==> src/rtl/atm_pkg.sv <==
// ---------------------------------------------------------------------------
// atm_pkg
// Purpose : Shared types and constants for the ATM transaction controller.
//           Holds the controller state enum and the txn_type codes.
// Ports   : none (package)
// ---------------------------------------------------------------------------
package atm_pkg;

  localparam int unsigned STATE_W = 3;

  // Encoding is visible on state_o, so values are fixed explicitly.
  typedef enum logic [STATE_W-1:0] {
    StIdle    = 3'd0,
    StPinWait = 3'd1,
    StSelect  = 3'd2,
    StConfirm = 3'd3
  } atm_state_e;

  localparam logic [1:0] TXN_WITHDRAW = 2'b00;
  localparam logic [1:0] TXN_DEPOSIT  = 2'b01;
  localparam logic [1:0] TXN_BALANCE  = 2'b10;
  localparam logic [1:0] TXN_RESERVED = 2'b11;

endpackage

==> src/rtl/atm_timeout_timer.sv <==
// ---------------------------------------------------------------------------
// atm_timeout_timer
// Purpose : Inactivity counter. Counts cycles since the last clear and
//           saturates at TIMEOUT-1, where o_expired is asserted.
// Ports   : clk        clock
//           reset      asynchronous reset, active-high
//           i_clear    restart the count from zero
//           o_expired  count has reached TIMEOUT-1
// ---------------------------------------------------------------------------
module atm_timeout_timer #(
  parameter int unsigned TIMEOUT = 1024
) (
  input  logic clk,
  input  logic reset,
  input  logic i_clear,
  output logic o_expired
);

  // TIMEOUT-1 always fits in clog2(TIMEOUT) bits for TIMEOUT >= 2.
  localparam int unsigned CNT_W = $clog2(TIMEOUT);
  localparam logic [CNT_W-1:0] LIMIT = CNT_W'(TIMEOUT - 1);

  logic [CNT_W-1:0] r_count;

  always_ff @(posedge clk or posedge reset) begin
    if (reset) begin
      r_count <= '0;
    end else if (i_clear) begin
      r_count <= '0;
    end else if (r_count != LIMIT) begin
      r_count <= r_count + 1'b1;
    end
  end

  assign o_expired = (r_count == LIMIT);

endmodule

==> src/rtl/atm_txn_ctrl.sv <==
// ---------------------------------------------------------------------------
// atm_txn_ctrl
// Purpose : ATM session controller. Detects card insertion, verifies the PIN
//           with a bounded number of attempts, accepts one transaction
//           (withdraw / deposit / balance enquiry), applies it to a session
//           copy of the balance and ejects or retains the card.
// Config  : define ATM_TIMEOUT_EN to add an inactivity timeout
//           (atm_timeout_timer); without it non-idle states wait forever.
// Ports   : clk           clock
//           reset         asynchronous reset, active-high
//           card_insert   card-present level
//           card_pin      card's stored PIN (captured on insertion)
//           acct_balance  account balance (captured on insertion)
//           pin_valid     PIN entry strobe, pin_in holds the entered PIN
//           txn_valid     transaction select strobe with txn_type / txn_amt
//           txn_confirm   confirm strobe
//           cancel        user abort
//           txn_complete  one-cycle success pulse
//           txn_failed    one-cycle failure pulse
//           card_eject    one-cycle eject pulse
//           card_retain   one-cycle retain pulse
//           balance_out   session balance
//           state_o       current state encoding
// ---------------------------------------------------------------------------
module atm_txn_ctrl
  import atm_pkg::*;
#(
  parameter int unsigned PIN_W     = 16,
  parameter int unsigned AMT_W     = 16,
  parameter int unsigned MAX_TRIES = 3,
  parameter int unsigned TIMEOUT   = 1024
) (
  input  logic               clk,
  input  logic               reset,
  input  logic               card_insert,
  input  logic [PIN_W-1:0]   card_pin,
  input  logic [AMT_W-1:0]   acct_balance,
  input  logic               pin_valid,
  input  logic [PIN_W-1:0]   pin_in,
  input  logic               txn_valid,
  input  logic [1:0]         txn_type,
  input  logic [AMT_W-1:0]   txn_amt,
  input  logic               txn_confirm,
  input  logic               cancel,
  output logic               txn_complete,
  output logic               txn_failed,
  output logic               card_eject,
  output logic               card_retain,
  output logic [AMT_W-1:0]   balance_out,
  output logic [STATE_W-1:0] state_o
);

  // Elaboration-time legality checks on the configuration.
  if (MAX_TRIES < 1 || MAX_TRIES > 15) begin : g_bad_max_tries
    $error("atm_txn_ctrl: MAX_TRIES must be in 1..15");
  end
  if (TIMEOUT < 2) begin : g_bad_timeout
    $error("atm_txn_ctrl: TIMEOUT must be >= 2");
  end

  localparam logic [3:0] LAST_TRY = 4'(MAX_TRIES - 1);

  atm_state_e       r_state;
  logic             r_card_q;
  logic [PIN_W-1:0] r_pin;
  logic [AMT_W-1:0] r_balance;
  logic [1:0]       r_txn_type;
  logic [AMT_W-1:0] r_txn_amt;
  logic [3:0]       r_tries;
  logic             r_complete;
  logic             r_failed;
  logic             r_eject;
  logic             r_retain;

  logic             w_card_rise;
  logic             w_active;
  logic             w_removed;
  logic             w_cancel;
  logic             w_timeout;
  logic             w_pin_match;
  logic             w_can_withdraw;
  logic [AMT_W:0]   w_sum;
  logic [AMT_W-1:0] w_diff;

  // The edge register is cleared by reset, so a card already present when
  // reset releases is seen as a fresh insertion.
  assign w_card_rise    = card_insert & ~r_card_q;
  assign w_active       = (r_state != StIdle);
  assign w_removed      = w_active & ~card_insert;
  assign w_cancel       = w_active & cancel;
  assign w_pin_match    = (pin_in == r_pin);
  assign w_can_withdraw = (r_txn_amt <= r_balance);
  assign w_sum          = {1'b0, r_balance} + {1'b0, r_txn_amt};
  assign w_diff         = r_balance - r_txn_amt;

`ifdef ATM_TIMEOUT_EN
  logic w_timer_clear;
  logic w_timer_expired;

  // Held clear throughout IDLE so the count starts at zero on entry to
  // PIN_WAIT; later state entries are caused by strobes that also clear it.
  assign w_timer_clear = ~w_active | pin_valid | txn_valid | txn_confirm;

  atm_timeout_timer #(
    .TIMEOUT (TIMEOUT)
  ) u_timeout_timer (
    .clk       (clk),
    .reset     (reset),
    .i_clear   (w_timer_clear),
    .o_expired (w_timer_expired)
  );

  assign w_timeout = w_active & w_timer_expired;
`else
  assign w_timeout = 1'b0;
`endif

  always_ff @(posedge clk or posedge reset) begin
    if (reset) begin
      r_state    <= StIdle;
      r_card_q   <= 1'b0;
      r_pin      <= '0;
      r_balance  <= '0;
      r_txn_type <= TXN_WITHDRAW;
      r_txn_amt  <= '0;
      r_tries    <= '0;
      r_complete <= 1'b0;
      r_failed   <= 1'b0;
      r_eject    <= 1'b0;
      r_retain   <= 1'b0;
    end else begin
      r_card_q   <= card_insert;
      r_complete <= 1'b0;
      r_failed   <= 1'b0;
      r_eject    <= 1'b0;
      r_retain   <= 1'b0;

      // Abort events in priority order; only the winner's pulses fire.
      if (w_removed) begin
        r_state  <= StIdle;
        r_failed <= 1'b1;
      end else if (w_cancel) begin
        r_state <= StIdle;
        r_eject <= 1'b1;
      end else if (w_timeout) begin
        r_state  <= StIdle;
        r_failed <= 1'b1;
        r_eject  <= 1'b1;
      end else begin
        unique case (r_state)
          StIdle: begin
            if (w_card_rise) begin
              r_state   <= StPinWait;
              r_pin     <= card_pin;
              r_balance <= acct_balance;
              r_tries   <= '0;
            end
          end

          StPinWait: begin
            if (pin_valid) begin
              if (w_pin_match) begin
                r_state <= StSelect;
              end else begin
                r_tries <= r_tries + 1'b1;
                if (r_tries == LAST_TRY) begin
                  r_state  <= StIdle;
                  r_retain <= 1'b1;
                  r_failed <= 1'b1;
                end
              end
            end
          end

          StSelect: begin
            if (txn_valid) begin
              if (txn_type == TXN_RESERVED) begin
                r_failed <= 1'b1;
              end else begin
                r_txn_type <= txn_type;
                r_txn_amt  <= txn_amt;
                r_state    <= StConfirm;
              end
            end
          end

          StConfirm: begin
            if (txn_confirm) begin
              r_state <= StIdle;
              r_eject <= 1'b1;
              case (r_txn_type)
                TXN_WITHDRAW: begin
                  if (w_can_withdraw) begin
                    r_balance  <= w_diff;
                    r_complete <= 1'b1;
                  end else begin
                    r_failed <= 1'b1;
                  end
                end
                TXN_DEPOSIT: begin
                  // Carry out means the sum does not fit in AMT_W bits.
                  if (w_sum[AMT_W]) begin
                    r_failed <= 1'b1;
                  end else begin
                    r_balance  <= w_sum[AMT_W-1:0];
                    r_complete <= 1'b1;
                  end
                end
                default: begin
                  r_complete <= 1'b1;
                end
              endcase
            end
          end

          default: begin
            r_state <= StIdle;
          end
        endcase
      end
    end
  end

  assign txn_complete = r_complete;
  assign txn_failed   = r_failed;
  assign card_eject   = r_eject;
  assign card_retain  = r_retain;
  assign balance_out  = r_balance;
  assign state_o      = r_state;

endmodule

==> config.mk <==
export PLATFORM = sky130hd
export DESIGN_NAME = atm_txn_ctrl
export DESIGN_NICKNAME = d
export VERILOG_FILES = /design/src/rtl/atm_pkg.sv /design/src/rtl/atm_timeout_timer.sv /design/src/rtl/atm_txn_ctrl.sv
export SDC_FILE = /design/constraint.sdc
export NUM_CORES = 1
export LEC_CHECK = 0
export CORE_MARGIN = 1
export CORE_UTILIZATION = 52
export CTS_BUF_LIST = sky130_fd_sc_hd__clkbuf_16
export DETAILED_ROUTE_END_ITERATION = 12
export PLACE_DENSITY = 0.81
export SLEW_MARGIN = 40
export SYNTH_ARGS = -nofsm -noshare
export SYNTH_HDL_FRONTEND = slang
export SYNTH_SLANG_ARGS = --single-unit
export TNS_END_PERCENT = 5
==> constraint.sdc <==
create_clock -name clk -period 3.4 [get_ports clk]
set_clock_uncertainty 0.15 [all_clocks]
set_input_delay 0.34 -clock clk [delete_from_list [all_inputs] [get_ports clk]]
set_output_delay 0.34 -clock clk [all_outputs]
set_load 0.03 [all_outputs]
### After elaboration in Yosys (flattened, before gate mapping)

Index checks and enable logic that the tools add are counted.

| storage, ports and cells | value |
|---|---|
| register bits | 62 |
| output and inout port bits | 23 |
| logic and storage cells | 99 |

| cells by class | value |
|---|---|
| add/sub/neg operators | 3 |
| magnitude comparators | 1 |
| equal/unequal tests | 20 |
| mux-type cells | 46 |
| bitwise logic cells | 8 |
| reductions and logical operators | 10 |

Operators by type and width:

| operator | number |
|---|---|
| two-way mux 16 bit | 4 |
| case mux 16 bit (2 select lines) | 2 |
| two-way mux 3 bit | 9 |
| two-way mux 1 bit | 23 |
| inequality test 4 bit, second input constant | 5 |
| adder 16 x 16 -> 17 bit | 1 |
| equality test 16 bit | 1 |
| less-or-equal comparator 16 bit | 1 |
| subtractor 16 bit | 1 |
| two-way mux 4 bit | 3 |
| case mux 3 bit (4 select lines) | 1 |
| AND reduction 6 bit | 2 |
| inequality test 2 bit, second input constant | 4 |
| case mux 4 bit (2 select lines) | 1 |
| AND reduction 8 bit | 1 |
| equality test 3 x 2 -> 1 bit, second input constant | 2 |
| inequality test 3 bit, second input constant | 2 |
| inequality test 5 bit, second input constant | 1 |
| inverter 1 bit | 5 |
| AND reduction 5 bit | 1 |
| adder 4 x 1 -> 4 bit, second input constant | 1 |
| equality test 4 x 2 -> 1 bit, second input constant | 1 |
| case mux 1 bit (2 select lines) | 2 |
| AND reduction 4 bit | 1 |
| other kinds (10) | 13 |

### Longest topological paths before layout

Gate-level depths: netlist (run 1).

| depth | value |
|---|---|
| depth after elaboration | 7 |
| depth in mapped cells | 13 |

### Worst setup path before layout (run 1)

OpenSTA, ideal clock, no wires.

| path | value |
|---|---|
| kind | register to register |
| from | register r_balance[0], in the netlist balance_out[0] |
| to | register r_balance[11], in the netlist balance_out[11] |
| library setup time | 0.125 ns |
| arrival time | 2.622 ns |
| data required time | 3.125 ns |
| path slack | 0.503 ns |
| stages on the path, launching flop included | 11 |
| path buffers | 1 |
| clock period less this slack | 2.897 ns |
| cell sequence | dfrtp_1 ha_1 fa_1 nor2b_1 o211ai_2 a211oi_1 o21bai_1 a21oi_1 a311o_1 buf_6 mux2_4 |

| on the way | value |
|---|---|
| cells in the longest elaborated chain, start to end | 5 |
| elaborated cells between the ends (all ways) | 11 |

Ends and longest elaborated chain:

| element | RTL line | text |
|---|---|---|
| start, declared | atm_txn_ctrl.sv:66 | `logic [AMT_W-1:0] r_balance;` |
| start signal, assigned | atm_txn_ctrl.sv:155 | `r_balance <= acct_balance;` |
| start signal, assigned | atm_txn_ctrl.sv:194 | `r_balance <= w_diff;` |
| start signal, assigned | atm_txn_ctrl.sv:205 | `r_balance <= w_sum[AMT_W-1:0];` |
| adder 16 x 16 -> 17 bit or subtractor 16 bit (tied branches) | atm_txn_ctrl.sv:93, atm_txn_ctrl.sv:94 |  |
| two-way mux 16 bit (on tied branches) | atm_txn_ctrl.sv:202, atm_txn_ctrl.sv:193 |  |
| case mux 16 bit (2 select lines) | atm_txn_ctrl.sv:191 | `case (r_txn_type)` |
| two-way mux 16 bit | atm_txn_ctrl.sv:188 | `if (txn_confirm) begin` |
| case mux 16 bit (2 select lines) | atm_txn_ctrl.sv:150 | `unique case (r_state)` |

Parallel ways exist; a longest one is shown, timed or not. The select of a mux whose other input is x is not followed.
A chain may end at the register's enable or synchronous reset.

### Worst setup path after layout (run 1)

| path | value |
|---|---|
| from | register r_balance[0], in the netlist balance_out[0] |
| to | register r_balance[3], in the netlist balance_out[3] |

Same word-level chain as after synthesis.

==> flow_summary.ini, run 1 <==
[run_status]
outcome = complete, no violations

[cts]
cts_max_path_buffers = 2
tritoncts = built
clock_latency_ns = 0.33
htreeDepth = 3
clkSlewWorstSetupHoldPaths_ns = 0.05
numCtsBuffers = 9
ctsHoldBuffers = 0
clock-sinks = 61
cts_root_buffer = clkbuf_16

[setup_path]
worstSetupStartpointType = flop
cp_max_fo = 16
required_ns = 3.52
crit_arrival_ns = 3.25
critPathKind = flop to flop
endpoint_kind = flop

[detailed_routing]
vias = 4038
wl_mm = 11.42
detail-route-antenna-nets = 0
wl_per_cell_um = 16.38
drc = 0
drt_pass1_iterations = 5
drt_iter0_drc = 228
vias_per_cell = 5.793

[grt]
grt_usage_pct = 27.47
grt_pass1_wl_mm = 19.24
grt_remaining_overflow = 0
antenna_found_initial = 0
grt_pass1_vias = 4142
grt_max_degree = 62

[final_layout]
antennaDiodeCount = 0
fill_cells = 621
syn2layout_area_growth_pct = 29.84
finalNetCount = 702
multi_input_area_mm2 = 0.002773
drive_gt1_share_pct = 12.16
seqCellArea_mm2 = 0.001526
final_core_util_pct = 70.82

[logic_synthesis]
syn_inst = 495
syn_nets = 610
synth.cell_area_mm2 = 0.004549
synth_simple_gate_area_share_pct = 15.76
synth_edf_count = 0
synth-main-ff-cell = dfrtp_1
synth_seq_cells = 61
synth_fa_ha_area_share_pct = 11.88
netlist_top_cells_count = dfrtp_1, ha_1, nand2_1
ys_seq_area_share_pct = 33.55
synth_mux_area_share_pct = 10.29
yosys.cell_types.count = 59
synthDominantCellAreaShare_pct = 33.55
synth_xor_area_share_pct = 5.968
avgSynthCellArea_um2 = 9.191
ys_warn_count = 0
synth_top_family_by_area = compound AO/OA/AOI/OAI gates
yosysTopAreaCell = dfrtp_1
synth.most_common_cell = dfrtp_1
async_reset_ff_share_pct = 100.0
synth_area_leaders = dfrtp_1, ha_1, mux2_2
synth_compound_area_share_pct = 16.94

[place]
portBuffers = 94
place.gp.congestion = 0.9497
dpl_worst_slack_ns = 0.09202
dpl.hpwl_mm = 8.441

[die]
dieArea_mm2 = 0.009127
core_area_mm2 = 0.008341
die_w_um = 95.54
pin_count = 96
rows = 33
die_y_um = 95.54
initial_core_util_pct = 54.55

[timing]
period_minus_slack_ns = 3.131
rsz0062_at_grt = false
worst_slew_pin_slew_ns = 0.6658
relSlewSlack_pct = 55.51
hold_viol = 0
fmax_ghz = 0.3194
finalMaxSlewViolations = 0
setup_violations = 0
setup-tns-final_ns = 0
timing.final.ws_setup_ns = 0.2695
timing.final.crit_share_pct = 92.07

[power_and_ir_drop]
p_per_area_mw_per_mm2 = 731.2
power.leakage_nw = 2.634
peakVddDrop_v = 0.0003628
design_power_total_mw = 4.319

[job]
drv_cap = 0

[min_path]
min_path_type = primary input to asynchronous set/reset pin
==> report_power, final <==
group / leakage (nW) / total, mW / switching, mW / internal [mW]
Clock: 0.161 / 0.970 / 0.332 / 0.638
Sequential: 0.784 / 1.13 / 0.201 / 0.934
Combinational: 1.69 / 2.21 / 1.22 / 0.996
Total: 2.63 / 4.32 / 1.75 / 2.57
==> registers in the layout, summed over array words and instances (netlist names) <==
signal        cells
card_retain       1
r_card_q          1
r_pin            16
card_eject        1
state_o           2
r_txn_amt        16
txn_failed        1
r_tries           4
txn_complete      1
balance_out      16
r_txn_type        2
==> final cells by class <==
cell class                 count  area share, %
clock inverter                 7          1.546
inverter                      35          2.224
clock buffer                   9          3.813
multi-input combinational    376          46.94
sequential                    61          25.84
tap                          105          2.224
timing repair buffer         104          17.41
==> critical path, cell delays in order, from the launching register on <==
cell      delay, ns
dfrtp_1        0.41
ha_1           0.24
fa_1           0.39
nor2b_1        0.16
o211ai_2       0.23
a211oi_1       0.14
o21bai_1       0.16
a21oi_1        0.10
a311o_2        0.54
buf_4          0.25
a211oi_1       0.19
a21o_1         0.10
==> per-layer routing <==
layer	GRT usage, %	routed length, um
met5	0	0
met1	32.73	4506
met3	7.337	984
met4	13.43	333
met2	45.71	5594
==> repair_timing <==
item,in CTS,in global routing
setup buffers,0,0
endpoints found under the hold margin,0,0
gates resized for setup,0,1
setup endpoints to repair,0,9
==> placed cells by master, fill, tap and decap left out, drive strengths merged, types with 4 or more instances in the layout <==
cell and instances:
clkdlybuf4s50 94, dfrtp 61, ha 40, nand2 38, nor2 37, inv 36, mux2 35, a21oi 30
o21ai 29, xnor2 28, a211oi 13, nor2b 11, nand4 11, nor3 10, buf 10, clkbuf 9
nand2b 8, a21o 8, nand3 7, mux2i 7, o211ai 6, a31oi 5, nor4 5, or3 4
clkinv 4
==> path summary, 6_finish.rpt <==
check / from / to / slack (ns) / cells past startpoint
max in group asynchronous: reset / r_txn_amt[7] / 2.56 / 3
min in group clk: r_pin[2] / r_pin[2] / 0.38 / 1
max: balance_out[0] / balance_out[3] / 0.27 / 11
min reg2reg: r_pin[2] / r_pin[2] / 0.38 / 1
max reg2reg: balance_out[0] / balance_out[3] / 0.27 / 11
min: reset / r_pin[9] / 0.26 / 3
==> per-stage QoR <==
stage	instance area, um^2	hold slack, ns	cells
after global placement	5589	0.3587	681
after CTS	5906	0.2869	697
after global routing	5907	0.3235	697
final	5907	0.2635	697
after detailed placement	5589	0.3677	681
after floorplan	4549	0.2214	495
==> cell families after synthesis <==
| kind of cell | after synthesis |
|---|---|
| AO/OA/AOI/OAI | 115 |
| XOR/XNOR | 31 |
| adder cells (fa/ha/maj) | 42 |
| buffers and inverters | 58 |
| flip-flops | 61 |
| multiplexers | 42 |
| other | 1 |
| AND/OR/NAND/NOR | 145 |
Note: power is estimated with default switching activity, not from simulation.
==> run 2: changes to the inputs <==
--- a/config.mk
+++ b/config.mk
@@ -6,10 +6,11 @@
 export NUM_CORES = 1
 export LEC_CHECK = 0
 export CORE_MARGIN = 1
-export CORE_UTILIZATION = 52
+export CORE_UTILIZATION = 47
 export CTS_BUF_LIST = sky130_fd_sc_hd__clkbuf_16
 export DETAILED_ROUTE_END_ITERATION = 12
-export PLACE_DENSITY = 0.81
+export PLACE_DENSITY = 0.77
+export REMOVE_ABC_BUFFERS = 1
 export SLEW_MARGIN = 40
 export SYNTH_ARGS = -nofsm -noshare
 export SYNTH_HDL_FRONTEND = slang
==> constraint.sdc (replaced) <==
create_clock -name clk -period 2.65 [get_ports clk]
set_clock_uncertainty 0.15 [all_clocks]
set_input_delay 0.265 -clock clk [delete_from_list [all_inputs] [get_ports clk]]
set_output_delay 0.265 -clock clk [all_outputs]
set_load 0.03 [all_outputs]
==> flow_summary.ini, run 2 (synthesis results as in run 1) <==
[timing]
period_minus_slack_ns = 2.831
fmax_ghz = 0.3533
setup-tns-final_ns = -0.8595
setup_violations = 10
timing.final.ws_setup_ns = -0.1809
worst_slew_pin_slew_ns = 0.5761
rsz0062_at_grt = true
relSlewSlack_pct = 61.54
hold_viol = 0
timing.final.crit_share_pct = 106.8
finalMaxSlewViolations = 0

[detailed_routing]
drt_iter0_drc = 279
vias_per_cell = 5.485
wl_mm = 12.75
drt_pass1_iterations = 5
wl_per_cell_um = 16.16
drc = 0
vias = 4328
detail-route-antenna-nets = 0

[die]
initial_core_util_pct = 48.77
core_area_mm2 = 0.009328
die_w_um = 100.4
die_y_um = 100.4
pin_count = 96
dieArea_mm2 = 0.01008
rows = 35

[job]
drv_cap = 0

[grt]
grt_pass1_vias = 4567
antenna_found_initial = 0
grt_usage_pct = 27.01
grt_pass1_wl_mm = 21.14
grt_max_degree = 25
grt_remaining_overflow = 0

[min_path]
min_path_type = primary input to asynchronous set/reset pin

[place]
dpl_worst_slack_ns = -0.2441
place.gp.congestion = 0.8998
dpl.hpwl_mm = 9.363
portBuffers = 94
placed_area_mm2 = 0.006112

[run_status]
outcome = finished with violations
violations = negative setup slack

[final_layout]
drive_gt1_share_pct = 23.94
syn2layout_area_growth_pct = 44.50
antennaDiodeCount = 0
fin_area_mm2 = 0.006574
final_common_cell = clkdlybuf4s50_1
fill_cells = 719
final_cell_mix = clkdlybuf4s50_1, buf_4, dfrtp_1, nand2_1, nor2_1
finalNetCount = 770

[setup_path]
worstSetupStartpointType = flop
cp_max_fo = 4
crit_arrival_ns = 2.90
required_ns = 2.72
critPathKind = flop to flop
endpoint_kind = flop

[cts]
cts_root_buffer = clkbuf_16
clkSlewWorstSetupHoldPaths_ns = 0.06
tritoncts = built
clock_latency_ns = 0.33
cts_max_path_buffers = 2
numCtsBuffers = 9
htreeDepth = 3
ctsHoldBuffers = 0
clock-sinks = 61

[power_and_ir_drop]
power.leakage_nw = 2.969
peakVddDrop_v = 0.0004816
p_per_area_mw_per_mm2 = 959.8
==> run 2: cell count changes in the layout (fill, tap and decap cells not counted), sizes merged <==
cell    change
clkinv      -1
buf        +68
bufinv      +1
==> run 2: worst paths after layout <==
path	startpoint	slack [ns]	to	cells after the start
setup reg to reg	balance_out[1]	-0.18	balance_out[9]	12
hold reg to reg	r_pin[2]	0.38	r_pin[2]	1
min in group clk	r_pin[2]	0.38	r_pin[2]	1
max in group asynchronous	reset	1.56	r_pin[3]	3
hold / removal	reset	0.17	r_pin[1]	2
setup / recovery	balance_out[1]	-0.18	balance_out[9]	12
==> run 2: final cells by class <==
cell class	instances	area, um^2	share of cell area, %
clock buffers	9	225.2	3.426
clock inverters	7	121.4	1.846
inverters	35	131.4	1.998
multi-input cells	376	2851	43.38
flip-flops and latches	61	1528	23.24
well taps	129	161.4	2.455
repair buffers	172	1555	23.66
==> run 2: layer usage <==
| layer | vias up | routed length, um | share of wire [%] | track usage, % |
|---|---|---|---|---|
| met3 | 31 | 903 | 7.1 | 6.964 |
| li1 | 2065 | - | - | - |
| met5 | - | 0 | 0 | 0 |
| met1 | 2060 | 5144 | 40 | 31.50 |
| met2 | 172 | 6373 | 50 | 47.05 |
| met4 | 0 | 331 | 2.6 | 11.26 |
==> run 2: report_power, final <==
| part | switching [mW] | leakage, nW | internal (mW) |
|---|---|---|---|
| clock | 0.470 | 0.170 | 0.924 |
| combinational | 1.78 | 2.02 | 1.72 |
| sequential | 0.213 | 0.783 | 1.20 |
| total | 2.47 | 2.97 | 3.84 |
==> run 2: critical path: stages, from the launching register on <==
cell      delay (ns)
dfrtp_1         0.41
buf_4           0.15
ha_1            0.32
nand2b_1        0.18
a221oi_2        0.34
o311a_4         0.24
buf_4           0.12
a21boi_0        0.08
o21ai_1         0.15
buf_4           0.13
xor2_1          0.18
a211oi_2        0.09
a21o_1          0.17
==> run 2: repair_timing <==
| action | CTS | global route |
|---|---|---|
| gates resized for setup | 14 | 9 |
| pin swaps | 10 | 9 |
| setup buffers | 3 | 1 |
| setup endpoints to repair | 16 | 16 |
==> run 2: per-stage QoR <==
step	utilization (%)	power [mW]	cells	hold WS (ns)
after global placement	65.53	4.692	769	0.3602
after detailed placement	65.53	4.761	769	0.3653
after global routing	70.48	6.712	789	0.2217
final	70.48	6.310	789	0.1669
after floorplan	-	3.388	472	0.1464
after CTS	70.02	6.234	788	0.1877
==> run 3: changes to the inputs <==
--- a/config.mk
+++ b/config.mk
@@ -9,7 +9,7 @@
 export CORE_UTILIZATION = 47
 export CTS_BUF_LIST = sky130_fd_sc_hd__clkbuf_16
 export DETAILED_ROUTE_END_ITERATION = 12
-export PLACE_DENSITY = 0.77
+export PLACE_DENSITY_LB_ADDON = 0.1
 export REMOVE_ABC_BUFFERS = 1
 export SLEW_MARGIN = 40
 export SYNTH_ARGS = -nofsm -noshare
==> flow_summary.ini, run 3 (synthesis results as in run 1) <==
[setup_path]
cp_cell_sequence = ha_1 > nor2b_1 > or3_1 > o311a_1 > buf_4 > a211o_1 > a31oi_1 > mux2i_1 > o211ai_1 > a21oi_1
crit_arrival_ns = 2.94
reg2reg_depth = 10
required_ns = 2.76
worstSetupStartpointType = flop
crit_family = compound AO/OA/AOI/OAI gates
cp_max_fo = 4
max_stage_delay_ns = 0.41
cp.depth = 10
cp_num_buf_inv = 1
cp_slowest_cell = dfrtp_1
critPathKind = flop to flop
endpoint_kind = flop

[detailed_routing]
drt_pass1_iterations = 5
wl_mm = 12.66
detail-route-antenna-nets = 0
drt_iter0_drc = 153
vias = 4303
drc = 0
wl_per_cell_um = 16.01
vias_per_cell = 5.440

[timing]
hold_viol = 0
fmax_ghz = 0.3534
rsz0062_at_grt = true
timing.final.ws_setup_ns = -0.1794
timing.final.crit_share_pct = 106.8
period_minus_slack_ns = 2.829
setup_violations = 12
finalMaxSlewViolations = 0
setup-tns-final_ns = -0.9202

[die]
initial_core_util_pct = 48.77
die_y_um = 100.4
pin_count = 96
die_w_um = 100.4
rows = 35
core_area_mm2 = 0.009328
dieArea_mm2 = 0.01008

[place]
portBuffers = 94
place.gp.congestion = 0.9047
dpl.hpwl_mm = 9.218
dp_cells = 765

[power_and_ir_drop]
peakVddDrop_v = 0.0004628
design_power_total_mw = 6.279
p_per_area_mw_per_mm2 = 954.3
power.leakage_nw = 2.977

[cts]
htreeDepth = 3
ctsHoldBuffers = 0
clock-sinks = 61
clkSlewWorstSetupHoldPaths_ns = 0.06
cts_root_buffer = clkbuf_16
numCtsBuffers = 9
cts_max_path_buffers = 2
clock_latency_ns = 0.33
tritoncts = built

[grt]
grt_pass1_wl_mm = 20.87
antenna_found_initial = 0
grt_max_degree = 62
grt_pass1_vias = 4411
grt_remaining_overflow = 0
grt_usage_pct = 26.60

[min_path]
min_path_type = primary input to asynchronous set/reset pin

[final_layout]
antennaDiodeCount = 0
syn2layout_area_growth_pct = 44.64
fill_cells = 753
final_cell_mix = clkdlybuf4s50_1, buf_4, dfrtp_1, nand2_1, nor2_1
final_common_cell = clkdlybuf4s50_1
finalNetCount = 772
instances_no_fill = 791
drive_gt1_share_pct = 24.47

[run_status]
violations = negative setup slack
outcome = finished with violations

[job]
drv_cap = 0
run 3: changes by cell type in the layout (fill, tap and decap cells not counted), sizes merged:
cell	delta
inv	-1
buf	+2
clkinv	+2
bufinv	-1
run 3: metrics by stage:
step | cell area (um^2) | hold slack (ns) | setup WS [ns] | util (%)
floorplan | 4429 | 0.1464 | -0.5164 | -
global placement | 6095 | 0.3592 | -0.1970 | 65.34
detailed placement | 6095 | 0.3684 | -0.2913 | 65.34
CTS | 6479 | 0.1814 | -0.1334 | 69.46
global route | 6580 | 0.2364 | -0.2680 | 70.54
finish | 6580 | 0.1684 | -0.1794 | 70.54
run 3: layer usage:
layer | track usage, % | routed length (um) | vias to the layer above
met1 | 33.41 | 5359 | 2072
met4 | 7.692 | 228 | 0
met5 | 0 | 0 | -
met3 | 6.337 | 898 | 24
met2 | 45.47 | 6174 | 141
li1 | - | - | 2066
run 3: layout make-up:
cell class | instances | area (um^2) | share of cell area, %
Clock buffer | 9 | 225.2 | 3.423
Clock inverter | 7 | 90.09 | 1.369
Inverter | 35 | 131.4 | 1.997
Multi-Input combinational cell | 376 | 2859 | 43.45
Sequential cell | 61 | 1526 | 23.20
Tap cell | 129 | 161.4 | 2.453
Timing Repair Buffer | 174 | 1587 | 24.11
run 3: worst reg2reg max path, delay by kind of cell, from the launching register on:
| kind | cells | cell delay [ns] |
|---|---|---|
| muxes | 1 | 0.22 |
| buffers and inverters | 1 | 0.16 |
| adders and majority gates | 1 | 0.32 |
| AOI/OAI and AO/OA | 5 | 1.14 |
| and+or+nand+nor | 2 | 0.35 |
| DFF | 1 | 0.41 |
run 3: repair_timing:
| item | CTS | global route |
|---|---|---|
| pin swaps | 13 | 8 |
| buffers inserted | 5 | 5 |
| gates cloned | 0 | 0 |
| setup endpoints to repair | 16 | 16 |
| gates resized for setup | 11 | 20 |
run 3: where the power goes:
group          internal (mW)  switching [mW]
logic                   1.78            1.83
registers               1.20           0.206
clock network          0.818           0.450
run 3: final timing paths:
kind	startpoint	end	slack [ns]
worst max-delay path	balance_out[6]	balance_out[13]	-0.18
worst min-delay path	reset	r_tries[1]	0.17
worst max register to register	balance_out[6]	balance_out[13]	-0.18
worst min register to register	r_pin[1]	r_pin[1]	0.38
max in group asynchronous	reset	balance_out[6]	1.92
min in group clk	r_pin[1]	r_pin[1]	0.38
